**src/rtl/do_ashr_pkg.sv**
```systemverilog
// Shared parameters and types for the do_ashr registered right shifter.
package do_ashr_pkg;

    localparam int unsigned DATA_W_DEF  = 3;
    localparam int unsigned SHAMT_W_DEF = 36;
    localparam int unsigned SHIDX_W     = $clog2(DATA_W_DEF);

    typedef enum logic {
        LOGICAL = 1'b0,
        ARITH   = 1'b1
    } shift_mode_e;

    function automatic int unsigned shidx_w(input int unsigned data_w);
        return $clog2(data_w);
    endfunction

endpackage

```
**src/rtl/do_ashr_sat_cmp.sv**
```systemverilog
// Wide unsigned compare of a shift amount against DATA_W; yields the saturation
// flag and the truncated in-range index (meaningful only when sat=0).
module do_ashr_sat_cmp
    import do_ashr_pkg::*;
#(
    parameter int unsigned DATA_W  = DATA_W_DEF,
    parameter int unsigned SHAMT_W = SHAMT_W_DEF
) (
    input  logic [SHAMT_W-1:0]         shamt,
    output logic                       sat,
    output logic [shidx_w(DATA_W)-1:0] idx
);

    localparam int unsigned IDX_W = shidx_w(DATA_W);
    localparam logic [IDX_W:0] LIMIT = (IDX_W + 1)'(DATA_W);

    if (SHAMT_W > IDX_W) begin : g_wide
        logic             high;
        logic [IDX_W-1:0] low;

        // any bit at or above 2**IDX_W already exceeds DATA_W-1
        assign high = |shamt[SHAMT_W-1:IDX_W];
        assign low  = shamt[IDX_W-1:0];
        assign sat  = high | ({1'b0, low} >= LIMIT);
        assign idx  = low;
    end else begin : g_narrow
        logic [IDX_W:0] ext;

        assign ext = (IDX_W + 1)'(shamt);
        assign sat = (ext >= LIMIT);
        assign idx = ext[IDX_W-1:0];
    end

endmodule

```
**src/rtl/do_ashr.sv**
```systemverilog
// Registered right shifter with full-width shift amount, arithmetic or logical.
// Optional out_sat port enabled by defining DO_ASHR_SAT_FLAG_EN.
module do_ashr
    import do_ashr_pkg::*;
#(
    parameter int unsigned DATA_W  = DATA_W_DEF,
    parameter int unsigned SHAMT_W = SHAMT_W_DEF
) (
    input  logic               clk,
    input  logic               rst,
    input  logic               in_valid,
    input  logic [DATA_W-1:0]  in_data,
    input  logic [SHAMT_W-1:0] in_shamt,
    input  logic               in_arith,
    output logic               out_valid,
    output logic [DATA_W-1:0]  out_data
`ifdef DO_ASHR_SAT_FLAG_EN
    ,
    output logic               out_sat
`endif
);

    localparam int unsigned IDX_W = shidx_w(DATA_W);
    localparam logic [DATA_W-1:0] ONES = '1;

    shift_mode_e       mode;
    logic              fill;
    logic              sat;
    logic [IDX_W-1:0]  idx;
    logic [DATA_W-1:0] stage [0:IDX_W];
    logic [DATA_W-1:0] result;

    do_ashr_sat_cmp #(
        .DATA_W  (DATA_W),
        .SHAMT_W (SHAMT_W)
    ) u_sat_cmp (
        .shamt (in_shamt),
        .sat   (sat),
        .idx   (idx)
    );

    always_comb begin
        mode = shift_mode_e'(in_arith);
        fill = (mode == ARITH) & in_data[DATA_W-1];
    end

    assign stage[0] = in_data;

    // log-depth barrel: stage s shifts by 2**s and ORs the fill into vacated MSBs
    for (genvar s = 0; s < IDX_W; s++) begin : g_stage
        localparam int unsigned STEP = 1 << s;
        assign stage[s+1] = idx[s] ? ((stage[s] >> STEP) | (fill ? ~(ONES >> STEP) : '0))
                                   : stage[s];
    end

    always_comb begin
        result = sat ? {DATA_W{fill}} : stage[IDX_W];
    end

    always_ff @(posedge clk or posedge rst) begin
        if (rst) begin
            out_valid <= 1'b0;
            out_data  <= '0;
        end else begin
            out_valid <= in_valid;
            if (in_valid) begin
                out_data <= result;
            end
        end
    end

`ifdef DO_ASHR_SAT_FLAG_EN
    always_ff @(posedge clk or posedge rst) begin
        if (rst) begin
            out_sat <= 1'b0;
        end else if (in_valid) begin
            out_sat <= sat;
        end
    end
`endif

endmodule

```
**config.mk**
```make
export PLATFORM = sky130hd
export DESIGN_NAME = do_ashr
export DESIGN_NICKNAME = d
export VERILOG_FILES = /design/src/rtl/do_ashr_pkg.sv /design/src/rtl/do_ashr_sat_cmp.sv /design/src/rtl/do_ashr.sv
export SDC_FILE = /design/constraint.sdc
export NUM_CORES = 1
export LEC_CHECK = 0
export BUFFER_PORTS_ARGS = -buffer_cell sky130_fd_sc_hd__buf_2
export CAP_MARGIN = 20
export CORE_AREA = 2 2 39 41
export CTS_CLUSTER_SIZE = 8
export DETAILED_ROUTE_END_ITERATION = 7
export DIE_AREA = 0 0 41 43
export PLACE_DENSITY = 0.69
export SLEW_MARGIN = 0
export SYNTH_ARGS = -nofsm -noshare
export SYNTH_HDL_FRONTEND = slang
export SYNTH_SLANG_ARGS = --single-unit
```
**constraint.sdc**
```tcl
create_clock -name clk -period 0.8 [get_ports clk]
set_input_delay 0.08 -clock clk [delete_from_list [all_inputs] [get_ports clk]]
set_output_delay 0.08 -clock clk [all_outputs]
set_load 0.03 [all_outputs]
```
==> results of run 1 <==
## final cells by class
cell class,instances,area (sq um)
timing repair buffer,52,340
fill,132,643
sequential,4,100
multi-input combinational,31,250
tap,16,20.0
clock buffer,3,22.5
inverter,2,7.51
## worst max-delay path, stage by stage
cell and delay (ns):
buf_6 0.09, nor4_2 0.25, nand4_1 0.18, nor2_4 0.19, o2111ai_2 0.13, a31oi_1 0.14
## path summary, 6_finish.rpt
path                              start          end  depth (start not counted)
setup / recovery           in_shamt[29]  out_data[1]                          6
hold / removal                 in_valid    out_valid                          1
setup reg to reg            out_data[0]  out_data[0]                          3
hold reg to reg             out_data[1]  out_data[1]                          2
max in group asynchronous           rst  out_data[0]                          3
min in group asynchronous           rst  out_data[2]                          3
## per-layer routing
metal | share of wire, % | wire length (microns) | GRT usage [%] | vias to the layer above
met4 | 0 | 0 | 4.00 | 0
met3 | 6.4 | 75 | 3.14 | 0
li1 | - | - | - | 261
met2 | 56 | 651 | 23.8 | 18
met5 | 0 | 0 | 0 | -
met1 | 38 | 444 | 15.4 | 220
## cell families after synthesis
logic type	count (synthesis)
multiplexers	1
AO/OA/AOI/OAI	9
buffers and inverters	2
flip-flops	4
AND/OR/NAND/NOR	21
## power groups by stage
stage / Clock [mW] / Sequential (mW) / Combinational, mW
6_report: 0.237 / 0.230 / 0.306
5_1_grt: 0.264 / 0.231 / 0.332
4_1_cts: 0.246 / 0.230 / 0.294
3_5_place_dp: 0 / 0.229 / 0.245
3_3_place_gp: 0 / 0.229 / 0.241
2_1_floorplan: 0 / 0.264 / 0.0497
## cells in the mapped netlist
master | n | area share [%]
nor4_1 | 4 | 7.9
nand3_1 | 1 | 1.6
nand2_1 | 3 | 3.5
nand4_1 | 2 | 3.9
nor2_1 | 4 | 4.7
dfrtp_1 | 4 | 31
mux2_2 | 1 | 3.5
nor4_2 | 4 | 16
o21ai_0 | 1 | 1.6
a21o_2 | 1 | 2.8
and3_1 | 1 | 2.0
a21oi_1 | 1 | 1.6
nor2b_1 | 1 | 2.0
nor2_2 | 1 | 2.0
a31oi_1 | 3 | 5.9
o2111ai_1 | 1 | 2.8
a211oi_1 | 2 | 4.7
inv_1 | 2 | 2.4
## registers in the layout (all words and copies together), names as in the netlist
register and flops:
out_data 3, out_valid 1
## repair_timing
action | in CTS | in global routing
gates cloned | 0 | 0
gates resized for setup | 12 | 6
setup buffers | 2 | 0
hold buffers | 1 | 0
pin swaps | 2 | 6
setup endpoints to repair | 7 | 7
endpoints found under the hold margin | 4 | 0
==> key figures, run 1 <==
Finish
  • Most common cell after layout, fill and taps aside: buf_2
  • Nets@finish: about 140
  • Layout cells sized above 1: 69.6%
  • # diodes: 0
  • Final core utilization: a little over half
  • Most frequent cells in the layout: buf_2, buf_6, buf_4, nor2_1, dfrtp_1
  • Post-route cell area: around 740 sq um
  • Area grow syn2layout: 133%
  • Layout Cells excl Fill: between 100 and 150

CTS
  • Root Driver: clkbuf_4
  • H-tree depth: 1
  • Clk sinks: 4
  • Worst-path clk slew: roughly 0.04 ns
  • Worst skew pair latency: between 0.2 and 0.25 ns
  • CTS tree: built
  • CTS max path bufs: 2
  • CTS buffer count: 3

GRT
  • Initial antenna violation count: 0
  • Remaining global-route overflow: 0
  • Total GRT Usage: a little over an eighth
  • Global-route wire length before repair: around 1700 microns
  • Pin count of the biggest net entering global routing: 8
  • Vias in the first global route: ~450

Pwr
  • Pint: 563 uW
  • NetSw: ~210 uW
  • Power Density: around 1000 nW/um^2
  • Register share of total power: between 20 and 30%
  • Clock share of power: about 31%
  • Leak Pwr: 0.352 nW
  • Final Power: 774 uW
  • Power share of the combinational group: 39.6%
  • Max VDD drop: ~0.4 mV
  • Net Sw Frac: between 20% and 30%

STA
  • Final Hold Vio Count: 0
  • Ratio of final minimum period to clock period: 114%
  • Final WS setup: -0.108 ns
  • WHS: 0.0485 ns
  • Fin Setup TNS: -0.348 ns
  • Slew HR: between 80% and 90%
  • Clock Skews: 0 ns
  • RSZ-0062 raised after global routing: true
  • Measured slew at the worst slew-check pin: between 0.2 and 0.25 ns
  • Tmin final: 0.908 ns
  • Final setup viols: 7
  • FMAX: between 1 and 1.5 GHz
  • Slew Limit Fails: 0

Drt
  • DR iter-0 viols: 13
  • DR WL/cell: between 10 and 15 microns
  • Drt total wl: 1170 microns
  • Antenna Nets Post-Route: 0
  • DRC: 0
  • Routed vias/inst: between 4 and 5
  • DRT Pass-1 Iters: 4
  • Vias post-DR: ~500

Floorplan
  • Chip Height: between 40 and 50 microns
  • Die Area: between 1500 and 2000 sq um
  • FP Rows: 14
  • CORE AREA: between 1000 and 1500 sq um
  • Initial Util: a little under a quarter
  • I/O pin count: 47
  • Die Wd: around 40 microns

Setup path
  • Worst Path Required: ~0.95 ns
  • Crit. End Element: flop
  • Crit path kind: input pin to flop
  • Worst reg2reg setup slack: approximately 0.050 ns
  • Critical Path Start Type: input pin
  • Worst EP arrival: 1.06 ns
  • Crit path max fanout: 4

Placement
  • Post-place setup slack: -0.318 ns
  • Buffers added on ports: 46
  • HPWL after DPL: approximately 940 microns
  • Placed cell count: slightly above 100
  • Routability cong.: 0.718
  • Post-DP Area: between 600 and 700 sq um

Synthesis
  • Compound-cell area share of the yosys netlist: approximately 19%
  • Synth Area in XOR/XNOR: 0%
  • Cells after synthesis: 37
  • Simple-gate portion of the synthesized area: a little over two fifths
  • Mux cell area share after synthesis: between 3 and 4%
  • Syn_area_per_cell: approximately 8.6 sq um
  • Largest family of logic cells by synthesized area: simple AND/OR/NAND/NOR gates
  • Register area share after synthesis: 31.5%
  • Netlist cell types: 18
  • Synthesized net count: 80
  • Synth Register Bits: 4
  • Synth Area in Adders: 0%
  • Mapped cell area: between 300 and 400 sq um
  • Ys Warns: 0

Status
  • Outcome: complete, but fails checks
  • Failing checks: setup timing

Flow run
  • Max Cap Violations: 0

Min path
  • Hold Crit Class: input pin to flop
No activity file was read; power rests on OpenSTA's default activity.
==> run 2, diff against run 1 <==
==> constraint.sdc (replaced) <==
create_clock -name clk -period 0.8 [get_ports clk]
set_input_delay 0.12 -clock clk [delete_from_list [all_inputs] [get_ports clk]]
set_output_delay 0.12 -clock clk [all_outputs]
set_load 0.03 [all_outputs]
==> key figures, run 2 (same netlist as run 1, synthesis figures left out) <==
Status
  • Outcome: complete, but fails checks (unchanged)
  • Failing checks: setup timing (unchanged)

Finish
  • Most common cell after layout, fill and taps aside: buf_2 (unchanged)
  • Largest register by flop count: out_data (unchanged)
  • Most frequent cells in the layout: buf_2, buf_6, buf_4 (was buf_2, buf_6, buf_4, nor2_1, dfrtp_1)
  • Fillers: 130 (was 132)
  • Regs by FF count: out_data (3), out_valid (1) (unchanged)
  • Largest register FFs: 3 (unchanged)
  • Final core utilization: 54.8% (was 53.5%)
  • Register area: 100 sq um (unchanged)
  • Multi-input gate area: 262 sq um (was 250 sq um)
  • Nets@finish: 137 (unchanged)
  • Post-route cell area: 758 sq um (was 741 sq um)
  • Layout cells sized above 1: 68.5% (was 69.6%)
  • # diodes: 0 (unchanged)
  • Area grow syn2layout: 139% (was 133%)

Drt
  • Routed vias/inst: 4.78 (was 4.62)
  • DRT Pass-1 Iters: 6 (was 4)
  • Antenna Nets Post-Route: 0 (unchanged)
  • Drt total wl: 1280 microns (was 1170 microns)
  • DRC: 0 (unchanged)
  • Vias post-DR: 516 (was 499)
  • DR iter-0 viols: 10 (was 13)
  • DR WL/cell: 11.8 microns (was 10.8 microns)

GRT
  • Total GRT Usage: 14.9% (was 13.6%)
  • Global-route wire length before repair: 1790 microns (was 1680 microns)
  • Met1 Use GR: 17.0% (was 15.4%)
  • Pin count of the biggest net entering global routing: 8 (unchanged)
  • Initial antenna violation count: 0 (unchanged)
  • Fraction of met3 tracks used by global routing: 4.71% (was 3.14%)
  • Remaining global-route overflow: 0 (unchanged)
  • Grt met2 use: 21.9% (was 23.8%)
  • GR peak layer: met2 (unchanged)
  • Vias in the first global route: 470 (was 445)

Placement
  • Routability cong.: 0.726 (was 0.718)
  • Post-DP Area: 616 sq um (was 608 sq um)
  • Buffers added on ports: 46 (unchanged)
  • Post-place setup slack: -0.356 ns (was -0.318 ns)

STA
  • Final setup viols: 7 (unchanged)
  • Fin Setup TNS: -0.661 ns (was -0.348 ns)
  • Slew HR: 85.6% (was 85.7%)
  • Ratio of final minimum period to clock period: 120% (was 114%)
  • Tmin final: 0.956 ns (was 0.908 ns)
  • WHS: 0.0756 ns (was 0.0485 ns)
  • Measured slew at the worst slew-check pin: 0.215 ns (was 0.213 ns)
  • Slew Limit Fails: 0 (unchanged)
  • Final WS setup: -0.156 ns (was -0.108 ns)
  • Final Hold Vio Count: 0 (unchanged)
  • FMAX: 1.05 GHz (was 1.10 GHz)
  • RSZ-0062 raised after global routing: true (unchanged)
  • Clock Skews: 0 ns (unchanged)

Floorplan
  • FP Rows: 14 (unchanged)
  • CORE AREA: 1380 sq um (unchanged)
  • I/O pin count: 47 (unchanged)
  • Chip Height: 43 microns (unchanged)
  • Die Wd: 41 microns (unchanged)
  • Die Area: 1760 sq um (unchanged)
  • Initial Util: 23.0% (unchanged)

Setup path
  • Buf/Inv on CP: 1 (unchanged)
  • Crit-path leading delay family: simple AND/OR/NAND/NOR gates (unchanged)
  • Worst Path Required: 0.95 ns (about the same)
  • Crit path kind: input pin to flop (unchanged)
  • Crit path max-delay cell type: nor4_4 (was nor4_2)
  • Crit. End Element: flop (unchanged)
  • Crit path max fanout: 4 (unchanged)
  • Worst EP arrival: 1.11 ns (was 1.06 ns)
  • Critical Path Start Type: input pin (unchanged)
  • Max stage delay on crit path: 0.26 ns (was 0.25 ns)
  • Crit-path cells: buf_2 -> nor4_4 -> nand4_1 -> nor2_4 -> o2111ai_1 -> a31oi_1 (was buf_6 -> nor4_2 -> nand4_1 -> nor2_4 -> o2111ai_2 -> a31oi_1)

CTS
  • H-tree depth: 1 (unchanged)
  • CTS max path bufs: 2 (unchanged)
  • Clk sinks: 4 (unchanged)
  • Worst skew pair latency: 0.23 ns (was 0.22 ns)
  • Root Driver: clkbuf_4 (unchanged)
  • CTS tree: built (unchanged)
  • Worst-path clk slew: 0.04 ns (about the same)
  • CTS buffer count: 3 (unchanged)

Flow run
  • Max Cap Violations: 0 (unchanged)

Min path
  • Hold Crit Class: input pin to flop (unchanged)

Pwr
  • Leak Pwr: 0.357 nW (was 0.352 nW)
  • Max VDD drop: 0.311 mV (was 0.394 mV)
  • Power Density: 1050 nW/um^2 (was 1040 nW/um^2)
## run 2: cell type report
cell class | count | share of cell area, %
repair buffers | 52 | 45.7
inverters | 2 | 0.990
clock buffers | 3 | 2.97
well taps | 16 | 2.64
flip-flops and latches | 4 | 13.2
multi-input cells | 31 | 34.5
## run 2: final timing paths
kind,from,endpoint,slack [ns],cells past startpoint
worst max-delay path,in_shamt[2],out_data[1],-0.16,6
worst min-delay path,in_valid,out_valid,0.08,1
worst max register to register,out_data[0],out_data[0],0.05,3
worst min register to register,out_data[2],out_data[2],0.57,2
max in group asynchronous,rst,out_data[0],0.34,3
min in group asynchronous,rst,out_data[2],0.31,3
## run 2: layer usage
layer	wire (microns)	vias up
met5	0	-
met4	51	0
met3	73	4
li1	-	260
met1	428	232
met2	724	20
## run 2: what timing repair did
action	4_1_cts	5_1_grt
endpoints found under the hold margin	4	0
endpoints found under the setup margin	7	7
gates cloned	0	0
pin swaps	2	2
buffers inserted	1	0
gates resized for setup	12	8
hold buffers	1	0
## run 2: worst register-to-register path: stages, from the launching register on
cell and delay [ns]:
dfrtp_1 0.38, buf_4 0.14, nor2_1 0.08, a31oi_1 0.05
## run 2: per-stage QoR
step                      cells  total power [mW]
final                       108             0.797
after global routing        108             0.854
after floorplan              37             0.314
after CTS                   108             0.778
after global placement      103             0.473
after detailed placement    103             0.478
## run 2: where the power goes
| part | internal (mW) | total [mW] | switching [mW] |
|---|---|---|---|
| Clock | 0.168 | 0.250 | 0.0819 |
| Sequential | 0.220 | 0.230 | 0.0102 |
| Combinational | 0.179 | 0.317 | 0.138 |
| Total | 0.567 | 0.797 | 0.230 |
==> run 3, diff against run 2 <==
--- a/config.mk
+++ b/config.mk
@@ -11,6 +11,7 @@
 export CTS_CLUSTER_SIZE = 8
 export DETAILED_ROUTE_END_ITERATION = 7
 export DIE_AREA = 0 0 41 43
+export HOLD_SLACK_MARGIN = 0.1
 export PLACE_DENSITY = 0.69
 export SLEW_MARGIN = 0
 export SYNTH_ARGS = -nofsm -noshare
==> key figures, run 3 (same netlist as run 1, synthesis figures left out) <==
Floorplan
  • Die Wd: 41 microns (unchanged)
  • CORE AREA: 1380 sq um (unchanged)
  • Die Area: 1760 sq um (unchanged)
  • Chip Height: 43 microns (unchanged)
  • Initial Util: 23.0% (unchanged)
  • I/O pin count: 47 (unchanged)
  • FP Rows: 14 (unchanged)

Setup path
  • Crit path kind: input pin to flop (unchanged)
  • R2R Path End: out_data[0] (unchanged)
  • Worst reg2reg setup slack: 0.05 ns (about the same)
  • Crit. End Element: flop (unchanged)
  • Critical Path Start Type: input pin (unchanged)
  • Worst Path Required: 0.95 ns (about the same)
  • R2R cell count: 3 (unchanged)
  • Worst EP arrival: 1.11 ns (about the same)
  • Crit path max fanout: 4 (unchanged)
  • FF-to-FF Start: out_data[0] (unchanged)

Finish
  • Most common cell after layout, fill and taps aside: buf_2 (unchanged)
  • Fillers: 130 (unchanged)
  • Most frequent cells in the layout: buf_2, buf_6, buf_4 (unchanged)
  • Regs by FF count: out_data (3), out_valid (1) (unchanged)
  • Largest register FFs: 3 (unchanged)
  • Layout Cells excl Fill: 109 (was 108)
  • Largest register by flop count: out_data (unchanged)
  • Nets@finish: 138 (was 137)
  • # diodes: 0 (unchanged)
  • Post-route cell area: 768 sq um (was 758 sq um)
  • Layout cells sized above 1: 67.7% (was 68.5%)
  • Area grow syn2layout: 142% (was 139%)

CTS
  • Worst skew pair latency: 0.23 ns (about the same)
  • H-tree depth: 1 (unchanged)
  • Clk sinks: 4 (unchanged)
  • CTS tree: built (unchanged)
  • Root Driver: clkbuf_4 (unchanged)
  • CTS max path bufs: 2 (unchanged)
  • CTS buffer count: 3 (unchanged)
  • Worst-path clk slew: 0.04 ns (about the same)

Pwr
  • Max VDD drop: 0.311 mV (about the same)
  • Leak Pwr: 0.361 nW (was 0.357 nW)
  • Power Density: 1040 nW/um^2 (was 1050 nW/um^2)
  • Final Power: 801 uW (was 797 uW)

STA
  • Ratio of final minimum period to clock period: 120% (about the same)
  • Final setup viols: 7 (unchanged)
  • Tmin final: 0.956 ns (about the same)
  • Slew HR: 85.6% (unchanged)
  • Slew Limit Fails: 0 (unchanged)
  • Clock Skews: 0 ns (unchanged)
  • Final Hold Vio Count: 0 (unchanged)
  • Final WS setup: -0.156 ns (about the same)
  • FMAX: 1.05 GHz (about the same)
  • Measured slew at the worst slew-check pin: 0.215 ns (unchanged)
  • RSZ-0062 raised after global routing: true (unchanged)
  • WHS: 0.162 ns (was 0.0756 ns)

Min path
  • Hold endpoint: out_data[2] (was out_valid)
  • Hold Crit Class: input pin to flop (unchanged)
  • Hold path cells: 2 (was 1)
  • Hold Startpoint: in_valid (unchanged)

Placement
  • Post-DP Area: 616 sq um (unchanged)
  • Post-place setup slack: -0.356 ns (unchanged)
  • Buffers added on ports: 46 (unchanged)
  • Placed cell count: 103 (unchanged)
  • Routability cong.: 0.726 (unchanged)

Drt
  • Antenna Nets Post-Route: 0 (unchanged)
  • DR WL/cell: 11.9 microns (was 11.8 microns)
  • DRC: 0 (unchanged)
  • DRT Pass-1 Iters: 7 (was 6)
  • Vias post-DR: 520 (was 516)
  • Drt total wl: 1290 microns (was 1280 microns)
  • Routed vias/inst: 4.77 (was 4.78)
  • DR iter-0 viols: 10 (unchanged)

Status
  • Failing checks: setup timing (unchanged)
  • Outcome: complete, but fails checks (unchanged)

GRT
  • Pin count of the biggest net entering global routing: 8 (unchanged)
  • Vias in the first global route: 487 (was 470)
  • Initial antenna violation count: 0 (unchanged)
  • Global-route wire length before repair: 1840 microns (was 1790 microns)
  • Total GRT Usage: 15.2% (was 14.9%)
  • Remaining global-route overflow: 0 (unchanged)

Flow run
  • Max Cap Violations: 0 (unchanged)
-- run 3: changes by cell type in the layout (fill, tap and decap cells not counted) --
cell / before / now
dlygate4sd3_1: 1 / 2
-- run 3: area by class of cell --
| type | count | area, sq um | area share [%] |
|---|---|---|---|
| repair buffers | 53 | 357 | 46.4 |
| multi-input cells | 31 | 262 | 34.0 |
| flip-flops and latches | 4 | 100 | 13.0 |
| clock buffers | 3 | 22.5 | 2.93 |
| well taps | 16 | 20.0 | 2.61 |
| inverters | 2 | 7.51 | 0.977 |
-- run 3: report_power, final --
group | switching [mW] | total, mW | leakage [nW] | internal, mW
combinational | 0.139 | 0.321 | 0.300 | 0.182
sequential | 0.0103 | 0.230 | 0.0474 | 0.220
clock | 0.0818 | 0.249 | 0.0138 | 0.168
-- run 3: how the worst max path moves through the flow --
| stage | from | to | slack, ns | cells after the start |
|---|---|---|---|---|
| 3_5_place_dp | in_shamt[5] | out_data[1] | -0.36 | 6 |
| 5_1_grt | in_shamt[2] | out_data[1] | -0.23 | 6 |
| 3_3_place_gp | in_shamt[5] | out_data[1] | -0.35 | 6 |
| 6_report | in_shamt[2] | out_data[1] | -0.16 | 6 |
| 2_1_floorplan | in_shamt[17] | out_data[1] | -0.16 | 5 |
| 4_1_cts | in_shamt[5] | out_data[1] | -0.09 | 6 |
-- run 3: layer usage --
metal  part of all wire [%]  vias up  track usage (%)
li1                       -      262                -
met1                     34      234             17.0
met2                     57       20             22.8
met3                    5.6        4             4.71
met4                    3.9        0             11.3
met5                      0        -                0
-- run 3: worst max-delay path, stage by stage --
cell and delay (ns):
buf_2 0.12, nor4_4 0.26, nand4_1 0.17, nor2_4 0.15, o2111ai_1 0.14, a31oi_1 0.14
-- run 3: timing repair --
| action | CTS | global route |
|---|---|---|
| gates resized for setup | 12 | 8 |
| hold endpoints to repair | 5 | 0 |
| buffers inserted | 1 | 0 |
| pin swaps | 2 | 2 |
| endpoints found under the setup margin | 7 | 7 |
| hold buffers | 2 | 0 |
-- run 3: through the flow --
stage	setup TNS (ns)	utilization, %
after detailed placement	-1.02	44.5
after global placement	-0.997	44.5
after floorplan	-0.405	-
final	-0.662	55.5
after global routing	-1.01	55.5
after CTS	-0.519	51.7
